--- src/rtl/play_judge.sv ---
// play_judge: judges key hits against chart notes across LANES lanes, keeps
// session score/combo, and commits per-user bests to a small high-score table.
module play_judge #(
  parameter int unsigned LANES       = 7,
  parameter int unsigned CLOCK_BITS  = 32,
  parameter int unsigned SCORE_BITS  = 21,
  parameter int unsigned USER_BITS   = 2,
  parameter int unsigned WIN_PERFECT = 4,
  parameter int unsigned WIN_GOOD    = 12
) (
  input  logic                     clk,
  input  logic                     rst,
  input  logic                     en,
  input  logic [USER_BITS-1:0]     user,
  input  logic [1:0]               mod,
  input  logic [CLOCK_BITS-1:0]    system_clock,
  input  logic                     note_valid,
  input  logic [$clog2(LANES)-1:0] note_lane,
  input  logic [CLOCK_BITS-1:0]    note_time,
  output logic                     note_ready,
  input  logic [LANES-1:0]         hit_key,
  input  logic                     song_done,
  output logic                     judge_valid,
  output logic [1:0]               judge_grade,
  output logic [SCORE_BITS-1:0]    score,
  output logic [SCORE_BITS-1:0]    combo,
  output logic [SCORE_BITS-1:0]    max_combo,
  output logic [SCORE_BITS-1:0]    hs_score,
  output logic [SCORE_BITS-1:0]    hs_combo,
  output logic                     finished
);

  localparam int unsigned LANE_W       = $clog2(LANES);
  localparam int unsigned USERS        = 1 << USER_BITS;
  localparam int unsigned SUM_W        = SCORE_BITS + 1;
  localparam int unsigned BASE_PERFECT = 300;
  localparam int unsigned BASE_GOOD    = 100;

  localparam logic [1:0] GR_MISS    = 2'b00;
  localparam logic [1:0] GR_GOOD    = 2'b01;
  localparam logic [1:0] GR_PERFECT = 2'b10;

  typedef enum logic [2:0] {
    S_IDLE,
    S_ARMED,
    S_PENDING,
    S_COMMIT,
    S_DONE
  } state_t;

  state_t                  state;
  logic [LANES-1:0]        hit_q;
  logic [LANE_W-1:0]       pend_lane;
  logic [CLOCK_BITS-1:0]   pend_time;
  logic                    done_flag;

  logic [SCORE_BITS-1:0]   hs_s_tab [USERS];
  logic [SCORE_BITS-1:0]   hs_c_tab [USERS];

  logic [LANES-1:0]        key_edge;
  logic                    lane_edge;
  logic [CLOCK_BITS-1:0]   p_win;
  logic [CLOCK_BITS-1:0]   g_win;
  logic [CLOCK_BITS-1:0]   d_raw;
  logic                    d_neg;
  logic [CLOCK_BITS-1:0]   d_abs;
  logic                    too_early;
  logic                    too_late;
  logic                    judge_c;
  logic [1:0]              grade_c;
  logic [SUM_W-1:0]        base_c;
  logic [SUM_W-1:0]        sum_c;
  logic [SCORE_BITS-1:0]   score_hit;
  logic [SCORE_BITS-1:0]   combo_hit;
  logic [SCORE_BITS-1:0]   max_hit;
  logic [SCORE_BITS-1:0]   hs_s_new;
  logic [SCORE_BITS-1:0]   hs_c_new;

  // Rising edges of the raw key levels.
  assign key_edge = hit_key & ~hit_q;

  // Select the edge of the lane the pending note sits on.
  always_comb begin
    lane_edge = 1'b0;
    for (int unsigned i = 0; i < LANES; i++) begin
      if (pend_lane == LANE_W'(i)) lane_edge = key_edge[i];
    end
  end

  // Timing windows scaled by the speed mod (sampled every cycle).
  always_comb begin
    case (mod)
      2'b10: begin
        p_win = CLOCK_BITS'(WIN_PERFECT) << 1;
        g_win = CLOCK_BITS'(WIN_GOOD) << 1;
      end
      2'b11: begin
        p_win = CLOCK_BITS'(WIN_PERFECT) >> 1;
        g_win = CLOCK_BITS'(WIN_GOOD) >> 1;
      end
      default: begin
        p_win = CLOCK_BITS'(WIN_PERFECT);
        g_win = CLOCK_BITS'(WIN_GOOD);
      end
    endcase
  end

  // Signed hit offset (wraps modulo 2^CLOCK_BITS) and its magnitude.
  assign d_raw     = system_clock - pend_time;
  assign d_neg     = d_raw[CLOCK_BITS-1];
  assign d_abs     = d_neg ? (~d_raw + CLOCK_BITS'(1)) : d_raw;
  assign too_early = d_neg && (d_abs > g_win);
  assign too_late  = !d_neg && (d_abs > g_win);

  // Grade decision for the pending note in this cycle.
  always_comb begin
    judge_c = 1'b0;
    grade_c = GR_MISS;
    if (state == S_PENDING) begin
      if (too_late) begin
        judge_c = 1'b1;
        grade_c = GR_MISS;
      end else if (lane_edge && !too_early) begin
        judge_c = 1'b1;
        grade_c = (d_abs <= p_win) ? GR_PERFECT : GR_GOOD;
      end
    end
  end

  // Saturating score/combo update for a hit.
  always_comb begin
    base_c    = (grade_c == GR_PERFECT) ? SUM_W'(BASE_PERFECT) : SUM_W'(BASE_GOOD);
    sum_c     = {1'b0, score} + base_c + {1'b0, combo >> 4};
    score_hit = sum_c[SCORE_BITS] ? '1 : sum_c[SCORE_BITS-1:0];
    combo_hit = (&combo) ? combo : combo + SCORE_BITS'(1);
    max_hit   = (combo_hit > max_combo) ? combo_hit : max_combo;
  end

  // Candidate high-score entries for the selected user.
  assign hs_s_new = (score > hs_s_tab[user]) ? score : hs_s_tab[user];
  assign hs_c_new = (max_combo > hs_c_tab[user]) ? max_combo : hs_c_tab[user];

  assign hs_score = hs_s_tab[user];
  assign hs_combo = hs_c_tab[user];

  // Session FSM, scoring registers and high-score table.
  always_ff @(posedge clk) begin
    if (rst) begin
      state       <= S_IDLE;
      hit_q       <= '0;
      pend_lane   <= '0;
      pend_time   <= '0;
      done_flag   <= 1'b0;
      note_ready  <= 1'b0;
      judge_valid <= 1'b0;
      judge_grade <= GR_MISS;
      score       <= '0;
      combo       <= '0;
      max_combo   <= '0;
      finished    <= 1'b0;
      for (int unsigned i = 0; i < USERS; i++) begin
        hs_s_tab[i] <= '0;
        hs_c_tab[i] <= '0;
      end
    end else begin
      hit_q       <= hit_key;
      judge_valid <= 1'b0;
      if (!en) begin
        state       <= S_IDLE;
        pend_lane   <= '0;
        pend_time   <= '0;
        done_flag   <= 1'b0;
        note_ready  <= 1'b0;
        judge_grade <= GR_MISS;
        score       <= '0;
        combo       <= '0;
        max_combo   <= '0;
        finished    <= 1'b0;
      end else begin
        case (state)
          S_IDLE: begin
            state      <= S_ARMED;
            note_ready <= 1'b1;
          end
          S_ARMED: begin
            if (note_valid && note_ready) begin
              // An accepted note is never dropped; a coincident song end is remembered.
              pend_lane  <= note_lane;
              pend_time  <= note_time;
              done_flag  <= song_done;
              note_ready <= 1'b0;
              state      <= S_PENDING;
            end else if (song_done) begin
              note_ready <= 1'b0;
              state      <= S_COMMIT;
            end
          end
          S_PENDING: begin
            if (song_done) done_flag <= 1'b1;
            if (judge_c) begin
              judge_valid <= 1'b1;
              judge_grade <= grade_c;
              if (grade_c == GR_MISS) begin
                combo <= '0;
              end else begin
                score     <= score_hit;
                combo     <= combo_hit;
                max_combo <= max_hit;
              end
              if (done_flag || song_done) begin
                done_flag <= 1'b0;
                state     <= S_COMMIT;
              end else begin
                note_ready <= 1'b1;
                state      <= S_ARMED;
              end
            end
          end
          S_COMMIT: begin
            hs_s_tab[user] <= hs_s_new;
            hs_c_tab[user] <= hs_c_new;
            finished       <= 1'b1;
            state          <= S_DONE;
          end
          S_DONE: begin
            finished <= 1'b1;
          end
          default: begin
            state <= S_IDLE;
          end
        endcase
      end
    end
  end

endmodule

--- config.mk ---
export PLATFORM = sky130hd
export DESIGN_NAME = play_judge
export DESIGN_NICKNAME = d
export VERILOG_FILES = /design/src/rtl/play_judge.sv
export SDC_FILE = /design/constraint.sdc
export NUM_CORES = 1
export LEC_CHECK = 0
export CAP_MARGIN = 10
export CORE_AREA = 10 10 216 239
export CTS_CLUSTER_DIAMETER = 30
export CTS_CLUSTER_SIZE = 28
export DETAILED_ROUTE_END_ITERATION = 7
export DIE_AREA = 0 0 226 249
export SYNTH_ARGS = -nofsm -noshare
export SYNTH_HDL_FRONTEND = slang
export SYNTH_SLANG_ARGS = --single-unit
--- constraint.sdc ---
create_clock -name clk -period 11.56 [get_ports clk]
set_clock_uncertainty 0.1 [all_clocks]
set_input_delay 1.156 -clock clk [delete_from_list [all_inputs] [get_ports clk]]
set_output_delay 1.156 -clock clk [all_outputs]
set_load 0.02 [all_outputs]
Word level (Yosys, flattened, before mapping)
Memory sizes are Yosys's and may differ from the RTL's. Cells that the tools add are included. W data, S select, Z words.

Register bits: 114. Memory bits (writable): 168. Input bits: 83. Output and inout bits: 110. Word-level logic and storage cells: 124. Memories kept: 2.

Memory list: hs_c_tab (words 4, bits a word 21, read ports 1, clocked after Yosys merged registers in 0, write ports 4, RTL line 58) `logic [SCORE_BITS-1:0] hs_c_tab [USERS];`; hs_s_tab (words 4, bits a word 21, read ports 1, clocked after Yosys merged registers in 0, write ports 4, RTL line 57) `logic [SCORE_BITS-1:0] hs_s_tab [USERS];`.

Add/sub/neg operators: 5. Magnitude comparators: 5. Equality and inequality tests: 17. Mux-type cells: 51. Bitwise operators: 7. Reduce and logical (&&, ||, !) cells: 25.

Operators with widths (count): $mux W21 (7); $gt A21 B21 Y1 (3); $reduce_or A21 Y1 (2); $add A32 B1 Y32 const B (1); $gt A32 B32 Y1 (1); $le A32 B32 Y1 (1); $mux W32 (1); $not A32 Y32 (1); $sub A32 B32 Y32 (1); $mux W1 (27); $add A21 B9 Y22 (1); $add A22 B17 Y22 (1); $add A21 B1 Y21 const B (1); $reduce_and A21 Y1 (1); $pmux W3 S5 (1); $mux W2 (7); $eq A3 B2 Y1 const B (4); $eq A3 B3 Y1 const B (4); $pmux W5 S2 (1); $mux W3 (3); $mux W9 (1); $pmux W4 S2 (1); $reduce_and A4 Y1 (2); $and A7 B7 Y7 (1); 19 further kinds (36).

Logic depth before layout (Yosys ltp)
Depth in word-level cells: 18. Depth in mapped cells: 41. Gate-level depth less buffers: 36.

Least setup slack after synthesis
OpenSTA, ideal clock, no wires.

Kind: input-to-reg. From: input system_clock[5]. To: register score[16]. Library setup time: 0.132 ns. Data arrival time: 8.906 ns. Required time: 11.328 ns. Path slack: 2.422 ns. Cell stages on the path: 40. Cell sequence: ha_1 clkbuf_1 a21oi_1 a21boi_0 o31ai_1 nand4_1 o311ai_0 or2_2 clkbuf_1 clkbuf_1 clkbuf_1 nor2_1 xnor2_1 ha_1 nor2b_1 o21ai_0 a21boi_0 o22ai_1 [... 4 more ...] inv_1 fa_1 inv_1 ha_1 a21o_1 a21oi_1 o21bai_1 a21oi_1 o21bai_1 a41o_1 o21ba_2 a41oi_1 a21oi_1 nor2b_1 buf_1 clkbuf_1 o21ai_0 a21oi_1.

Word-level cells in the longest chain between the ends: 16. Elaborated cells between the ends (all ways): 26. Classes of those cells: add/sub (4); order compare (2); eq/ne (1); mux (10); bitwise (2); reduce/logical (7).

RTL lines: start: declaration (RTL line 16) `input logic [CLOCK_BITS-1:0] system_clock,`; $sub A32 B32 Y32 * (RTL line 109) `assign d_raw = system_clock - pend_time;`; $not A32 Y32 (RTL line 111) `assign d_abs = d_neg ? (~d_raw + CLOCK_BITS'(1)) : d_raw;`; $add A32 B1 Y32 (RTL line 111); $mux W32 (RTL line 111); $gt A32 B32 Y1 (RTL line 112, 113); $logic_and A1 B1 Y1 (RTL line 112) `assign too_early = d_neg && (d_abs > g_win);`; $logic_not A1 Y1 (RTL line 123) `end else if (lane_edge && !too_early) begin`; $logic_and A1 B1 Y1 (RTL line 123); $mux W2 (RTL line 123); $mux W2 (RTL line 120) `if (too_late) begin`; $mux W2 (RTL line 119) `if (state == S_PENDING) begin`; $eq A2 B2 Y1 (RTL line 132) `base_c = (grade_c == GR_PERFECT) ? SUM_W'(BASE_PERFECT) : SUM_W'(BASE_GOOD);`; $mux W9 (RTL line 132); $add A21 B9 Y22 (RTL line 133) `sum_c = {1'b0, score} + base_c + {1'b0, combo >> 4};`; $add A22 B17 Y22 (RTL line 133); $mux W21 (RTL line 134) `score_hit = sum_c[SCORE_BITS] ? '1 : sum_c[SCORE_BITS-1:0];`; end signal: assignment (RTL line 206) `score <= score_hit;`; end: declaration (RTL line 25) `output logic [SCORE_BITS-1:0] score,`.

Every way passes the cells marked *; elsewhere a longest branch is shown, timed or not. A chain may end at the register's enable or synchronous reset.

Final worst setup path
From: input system_clock[8]. To: register score[5].

The elaborated chain is that of the path after synthesis.

==> flow_summary.json <==
{
  "status": "finished, final reports clean",
  "postLayoutCellArea_um2": 23500,
  "drt_iter0_drc": 1175,
  "crit_arrival_ns": 10.41,
  "vias": 15920,
  "cts_resized": 0,
  "synthTopCellsByArea": "edfxtp_1 (27%), dfxtp_1 (12%), ha_1 (9.0%), mux4_2 (5.3%), nor2_1 (4.7%)",
  "ys_warn_count": 0,
  "hold_depth": 2,
  "setup_viol": 0,
  "gp_congestion": 0.896,
  "areaGrowthSynthToFinish_pct": 27.5,
  "worst_pin_slew_ns": 1.22,
  "initial_core_util_pct": 39.7,
  "cts_hold_buffers": 0,
  "grt_max_degree": 55,
  "regArea_um2": 7330,
  "fill_cells": 4270,
  "synth_seq_cells": 282,
  "met2_length_um": 29100,
  "maxCapViolCount": 0,
  "critPathCaptureType": "flip-flop",
  "wirelength_met1_um": 23400,
  "power_density_nw_per_um2": 153,
  "dpl.hpwl_um": 40200,
  "antenna_found_initial": 0,
  "synth_edf_count": 168,
  "hp-class": "flip-flop to flip-flop",
  "core_um2": 46400,
  "multi_input_area_um2": 10100,
  "grt_pass1_wl_um": 91000,
  "fin_util_pct": 50.7,
  "max-clock-path-buffers": 3,
  "clk_pin_slew_ns": 0.04,
  "fin_crit_ns": 10.07,
  "grt_use_total_pct": 20.4,
  "yosysSeqAreaShare_pct": 39.7,
  "vias_per_cell": 5.60,
  "hold_viol": 0,
  "async_flop_share_pct": 0,
  "hold-worst-slack_ns": 0.353,
  "final_nets": 2406,
  "cts_root_buffer": "clkbuf_16",
  "crit_top_cell": "a21oi_1",
  "final.setup.tns_ns": 0,
  "drt_pre_antenna_iters": 8,
  "reg2reg_from": "pend_time[8]",
  "synthCells": 1996,
  "reg2reg_depth": 36,
  "synthesis.area_um2": 18400,
  "critPathRequiredTime_ns": 11.91,
  "cpPeakStageDelay_ns": 0.88,
  "route.detailed.drc": 0,
  "fmax_mhz": 99.3,
  "synth_top_cell_area_share_pct": 27.4,
  "yosys-top-cells-count": "nor2_1 (233), inv_1 (190), edfxtp_1 (168)",
  "cts_buffers": 76,
  "hp-start": "pend_time[2]",
  "synth_nets": 2217,
  "max_slew_margin_pct": 18.2,
  "antenna_left": 0,
  "syn_avg_cell_area_um2": 9.24,
  "htreeDepth": 3,
  "synth_area_leader_cell": "edfxtp_1",
  "placed_area_um2": 20900,
  "dr_wl_met3_um": 3730,
  "yosysMostFrequentCell": "nor2_1",
  "cp-start-kind": "input port",
  "crit_path_top_delay_cell": "o311ai_0",
  "post-route-period-util_pct": 87.1,
  "die_area_um2": 56300,
  "grt_pass1_vias": 16250,
  "row_count": 83,
  "yosysUniqueCellTypes": 82,
  "cts_tree": "yes",
  "drive_above_1_share_pct": 10.8,
  "path_max_fanout": 26,
  "synth_flop_cell": "edfxtp_1",
  "cts_setup_buffers": 0,
  "r2r-end": "score[5]",
  "cts_sinks": 282,
  "min_to": "pend_time[2]",
  "ir_drop_mv": 0.115,
  "chipHeight_um": 249,
  "topRoutingLayerUsed": "met4",
  "rsz0062_at_grt": "false",
  "criticalPathCategory": "input port to flip-flop",
  "rrSetupSlack_ns": 2.13,
  "die_w_um": 226,
  "drt_wl_total_um": 58000,
  "io_buffers": 192,
  "drv_slew": 0,
  "ios": 193,
  "overflow": 0,
  "wl_per_cell_um": 20.4,
  "leakagePower_nw": 9.20,
  "clkLatencyLatePin_ns": 0.60
}
how the worst max path moves through the flow:
stage / startpoint / slack [ns] / end
6_report: system_clock[8] / 1.49 / score[5]
5_1_grt: system_clock[5] / 0.54 / score[3]
4_1_cts: system_clock[5] / 1.50 / score[18]
3_3_place_gp: system_clock[5] / 1.27 / score[18]
3_5_place_dp: system_clock[5] / 0.92 / score[18]
2_1_floorplan: system_clock[5] / 2.42 / score[16]
flip-flops by register name, indices dropped and copies added (netlist names), 2 cells and up:
signal / count
combo: 21
hit_q: 7
max_combo: 21
hs_c_tab: 84
judge_grade: 2
pend_lane: 3
pend_time: 32
score: 21
state: 3
hs_s_tab: 84
power breakdown:
group          switching (mW)  total [mW]  internal, mW
Sequential            0.00651        1.09          1.09
Clock                   0.676        2.14          1.46
Combinational           0.213       0.360         0.148
Total                   0.895        3.59          2.70
stage by stage:
| step | instances | setup WS (ns) | power, mW |
|---|---|---|---|
| after detailed placement | 2702 | 0.916 | 1.47 |
| after CTS | 2844 | 1.50 | 3.63 |
| after global placement | 2702 | 1.27 | 1.47 |
| final | 2845 | 1.49 | 3.59 |
| after global routing | 2844 | 0.542 | 3.72 |
| after floorplan | 1996 | 2.42 | 1.34 |
cell usage in the layout (no fill, tap or decap), types with 14 or more instances in the layout:
cell | synthesis | layout
nand4_1 | 27 | 27
nand3_1 | 75 | 75
nand2b_1 | 25 | 21
clkdlybuf4s50_1 | 0 | 190
inv_1 | 190 | 190
or3_1 | 17 | 17
o2bb2ai_1 | 15 | 15
a211oi_1 | 21 | 21
clkbuf_16 | 0 | 77
mux4_2 | 43 | 43
and3_1 | 14 | 14
nand2_1 | 158 | 158
edfxtp_1 | 168 | 168
o21a_1 | 18 | 18
a21o_1 | 40 | 40
mux2_2 | 19 | 19
xnor2_1 | 39 | 39
clkinv_2 | 0 | 18
nor3_1 | 58 | 58
ha_1 | 133 | 133
a21oi_1 | 117 | 117
mux2i_1 | 30 | 30
dfxtp_1 | 114 | 114
nor2b_1 | 17 | 16
nor2_1 | 233 | 232
buf_4 | 1 | 17
and2_1 | 19 | 19
o21ai_0 | 87 | 87
cell type report:
type / instances / share of cell area [%]
sequential: 282 / 31.2
tap: 595 / 3.17
clock inverter: 55 / 2.68
multi-input combinational: 1426 / 42.8
clock buffer: 87 / 8.48
antenna: 1 / 0.0106
inverter: 190 / 3.03
timing repair buffer: 209 / 8.67
per-layer routing:
metal / track usage [%] / up-vias
met2: 35.8 / 481
met4: 8.22 / 0
met1: 23.7 / 7693
met5: 0 / -
li1: - / 7648
met3: 4.29 / 98
logic make-up after synthesis:
kind of cell	synth area share (%)
muxes	8.04
adders and majority gates	9.57
and+or+nand+nor	18.7
DFF	39.7
xor gates and xnor gates	2.42
AOI/OAI and AO/OA	15.7
buffers and inverters	5.92
critical path, delay by kind of cell:
family / cells / cell delay [ns]
AO/OA/AOI/OAI: 17 / 4.27
buffers and inverters: 5 / 0.84
XOR/XNOR: 1 / 0.26
AND/OR/NAND/NOR: 9 / 2.27
adder cells (fa/ha/maj): 4 / 1.57
No activity file was read; power rests on OpenSTA's default activity.
==> edit 1: new RTL, config.mk and constraints unchanged <==
`LANES`: 7 -> 14.
--- a/src/rtl/play_judge.sv
+++ b/src/rtl/play_judge.sv
@@ -1,7 +1,7 @@
 // play_judge: judges key hits against chart notes across LANES lanes, keeps
 // session score/combo, and commits per-user bests to a small high-score table.
 module play_judge #(
-  parameter int unsigned LANES       = 7,
+  parameter int unsigned LANES       = 14,
   parameter int unsigned CLOCK_BITS  = 32,
   parameter int unsigned SCORE_BITS  = 21,
   parameter int unsigned USER_BITS   = 2,
Ports: changed (resized hit_key and note_lane); port bits go from 193 to 201. No check against the original RTL was run, so the function may have changed too.
==> edit 1 against the original RTL <==
  * Non-clock buffer count grew 9
  * Critical endpoint is now score[2]
  * Utilization grew 0.067 points
  * Hold slack gained 0.0022 ns
  * Total power shrank 0.72%
  * Design area grew 0.13%
  * Register-to-register slack gained 0.23 ns
  * Wire length grew 2.9%
  * Sequential cell count grew 8
  * Critical path depth shrank 1
  * Setup slack gained 0.064 ns
  * Area after synthesis shrank 0.16%
  * Largest cell class unchanged
==> edit 1: results (changes against the original RTL) <==
- Status: finished, final reports clean
- Comb power: 0.371 mW (+3%)
- Synth top cells by count: 220 x nor2_1, 185 x inv_1, 179 x nand2_1
- Fillers: 4255 (-0.35%)
- Placed Instances: 2705 (+0.11%)
- Post-place setup slack: 1.01 ns (+0.0895 ns)
- Maximum vdd drop: 0.000168 V (+46%)
- Crit Path Max Fanout: 25 (-3.8%)
- First-pass GRT wire length: 91900 um (+1.0%)
- Layout Cells excl Fill: 2846 (+0.035%)
- CP peak stage delay: 0.77 ns (-0.11 ns)
- Normalized max-slew margin: 18.1% (-0.12 points)
- P_sw: 0.899 mW (+0.42%)
- Syn Area/Cell: 9.27 um2 (+0.35%)
- Hold Path End: pend_time[6]
- R2R depth: 33 (-8.3%)
- Wirelength per Cell: 21.0 um (+2.8%)
- FF-to-FF Start: pend_time[0]
- Cell Area, Placed: 0.0210 mm2 (+0.36%)
- Post-synthesis sequential area ratio: 40.7% (+0.93 points)
- Crit path DAT: 10.34 ns (-0.07 ns)
- Total GRT Usage: 21.0% (+0.58 points)
- Beginning of the critical path: system_clock[0]
- Clock Power: 2.07 mW (-3%)
- DR WL met3: 4070 um (+9.2%)
- Minimum clock period: 10.00 ns (-0.0643 ns)
- Starting DRT DRC Count: 1009 (-14%)
- Syn_nets: 2215 (-0.090%)
- Largest net degree at the start of global routing: 66 (+20%)
- Routability cong.: 0.875 (-2.3%)
- Lkg Pwr: 9.47 nW (+2.9%)
- Port Buffers: 200 (+4.2%)
- HP Start: pend_time[6]
- Synth top area cells: edfxtp_1 27%, dfxtp_1 13%, ha_1 9.0%
- Drt first pass iters: 7 (-1)
- Met1 Use GR: 24.4% (+0.75 points)
- Detailed placement HPWL: 41800 um (+4.1%)
- Sw Ratio: 25.2% (+0.28 points)
- Share of post-route cells with drive strength above 1: 10.7% (-0.094 points)
- Met3 usage: 5.68% (+1.4 points)
- Met2 GRT Util: 36.1% (+0.38 points)
- CP max-delay cell: nor4_2
-- edit 1: cell types whose count changed in the layout (fill, tap and decap cells not counted), moves of 16 or more --
cell	change
nor3_1	-23
nand3_1	-48
a21oi_1	+34
mux2_2	-19
nand2b_1	+18
or2_2	+16
nand2_1	+21
-- edit 1: cell families (layout without fill, tap and decap cells) --
kind of cell	Yosys count	in the layout	synth area share [%]
flip-flops	290	290	40.7
adder cells (fa/ha/maj)	138	138	9.58
AO/OA/AOI/OAI	447	447	15.6
multiplexers	88	88	7.71
buffers and inverters	279	543	5.82
other	0	1	0
AND/OR/NAND/NOR	689	689	18.0
XOR/XNOR	55	55	2.62
-- edit 1: layout make-up --
type | instances | area, um2 | share of cell area, %
antenna | 1 | 2.50 | 0.0106
clock buffer | 95 | 2140 | 9.09
clock inverter | 45 | 440 | 1.87
inverter | 185 | 694 | 2.95
multi-input combinational | 1417 | 9910 | 42.1
sequential | 290 | 7490 | 31.8
tap | 595 | 744 | 3.16
timing repair buffer | 218 | 2130 | 9.03
==> edit 2: new RTL, same flow settings <==
Without the edit above. The 5 states of `state_t` get a Gray code encoding in 3 bits.
--- a/src/rtl/play_judge.sv
+++ b/src/rtl/play_judge.sv
@@ -41,11 +41,11 @@
   localparam logic [1:0] GR_PERFECT = 2'b10;
 
   typedef enum logic [2:0] {
-    S_IDLE,
-    S_ARMED,
-    S_PENDING,
-    S_COMMIT,
-    S_DONE
+    S_IDLE    = 3'b000,
+    S_ARMED   = 3'b001,
+    S_PENDING = 3'b011,
+    S_COMMIT  = 3'b010,
+    S_DONE    = 3'b110
   } state_t;
 
   state_t                  state;
Function: no difference found for any inputs over 4 cycles, from zero or initial values and one cycle with rst high; so few cycles prove little.
==> edit 2 against the original RTL <==
  * Area after synthesis is 0.73% higher
  * Sequential share of layout area grew 0.30 points
  * Via count rose by 0.71%
  * Non-clock buffer count up 4
  * Utilization shrank 0.49 points
  * Total power down 5.9%
  * Sequential cell count is the same
  * Critical endpoint is now score[6]
  * Setup slack better by 0.17 ns
  * Design area is 0.96% lower
  * Largest power group unchanged
  * Wire length grew 4.8%
  * Die area is the same
==> edit 2: results (changes against the original RTL) <==
- Met2 WL: 30200 um (+3.8%)
- Total GRT Usage: 21.4% (+0.93 points)
- Crit path DAT: 10.25 ns (-0.16 ns)
- Area of the multi-input gates: 0.0102 mm2 (+1.5%)
- Final nets: 2402 (-0.17%)
- Status: finished, final reports clean
- Post-synthesis sequential area ratio: 39.4% (-0.29 points)
- Multi-input combinational area share: 43.9% (+1.1 points)
- First-pass GRT wire length: 94100 um (+3.4%)
- Vias in the first global route: 16400 (+0.69%)
- Cell Area, Placed: 0.0210 mm2 (+0.61%)
- Starting DRT DRC Count: 1062 (-9.6%)
- Hold WC Path Type: flop to flop
- Comb power: 0.401 mW (+11%)
- Clock tree buffer depth: 3 (unchanged)
- CP max-delay cell: o31ai_1
- Ys flop type: edfxtp_1
- Combinational share of power: 11.9% (+1.9 points)
- Logic inverters: 175 (-7.9%)
- Met3 usage: 5.36% (+1.1 points)
- Maximum vdd drop: 0.000132 V (+14%)
- Fillers: 4345 (+1.8%)
- Root Buffer: clkbuf_16
- Syn Area/Cell: 9.31 um2 (+0.78%)
- Layout Cells excl Fill: 2831 (-0.49%)
- Synth top area cells: edfxtp_1 27%, dfxtp_1 12%, ha_1 9.0%
- CP peak stage delay: 0.62 ns (-0.26 ns)
- Gates resized, CTS repair: 0 (unchanged)
- Synth top cells by count: 219 x nor2_1, 177 x nand2_1, 175 x inv_1
- Routability cong.: 0.898 (+0.28%)
- DRT Wirelength: 60700 um (+4.8%)
- Data buffer area share: 8.89% (+0.21 points)
- Top delay family on crit path: compound AO/OA/AOI/OAI gates
- DR vias/cell: 5.66 (+1.2%)
- Post-synth ARST share: 0% (unchanged)
- Non-clock buffer count: 213 (+1.9%)
- Met2 GRT Util: 36.7% (+0.96 points)
- DRT met1 WL: 24600 um (+5.2%)
- Largest net degree at the start of global routing: 49 (-11%)
- Clock Power: 1.89 mW (-12%)
- CTS Buf Count: 70 (-7.9%)
- Crit Path Max Fanout: 14 (-46%)
- Post-place setup slack: 1.13 ns (+0.211 ns)
- Syn_nets: 2216 (-0.045%)
- Drt first pass iters: 5 (-3)
- Met1 Use GR: 25.0% (+1.3 points)
- ClkCell Share: 9.77% (-1.4 points)
- CLK BUF: 85 (-2.3%)
- Placed Instances: 2704 (+0.074%)
- Multi-input gate count: 1439 (+0.91%)
- Lkg Pwr: 9.10 nW (-1.1%)
- Share of post-route cells with drive strength above 1: 10.8% (-0.027 points)
- DR WL met3: 4150 um (+11%)
- Distinct cell type count after synthesis: 95 (+16%)
- Normalized max-slew margin: 26.8% (+8.6 points)
- Detailed placement HPWL: 42700 um (+6.2%)
- Sw Ratio: 25.6% (+0.69 points)
- # diodes: 0 (-1)
## edit 2: cell count changes after synthesis, moves of 12 or more
cell / delta
inv_1: -15
nor2_1: -14
or3_1: -12
nand2_1: +19
o2bb2ai_1: -12
a22o_1: +14
a31oi_1: +12
nand4_1: +12
o21ai_0: -12
## edit 2: cells by family (layout without fill, tap and decap cells)
logic type / after synthesis / after routing / synth area share [%]
buf+inv: 274 / 515 / 5.81
fa+ha+maj: 138 / 138 / 9.50
simple gates: 727 / 727 / 19.1
compound gates: 430 / 430 / 15.8
xor+xnor: 60 / 60 / 2.83
flops: 282 / 282 / 39.4
mux: 84 / 84 / 7.54
## edit 2: worst paths after layout
| kind | cells after the start | to | slack, ns | from |
|---|---|---|---|---|
| setup / recovery | 34 | score[6] | 1.66 | system_clock[0] |
| hold / removal | 2 | pend_time[7] | 0.35 | pend_time[7] |
| setup reg to reg | 32 | score[6] | 2.40 | pend_time[12] |
| hold reg to reg | 2 | pend_time[7] | 0.35 | pend_time[7] |
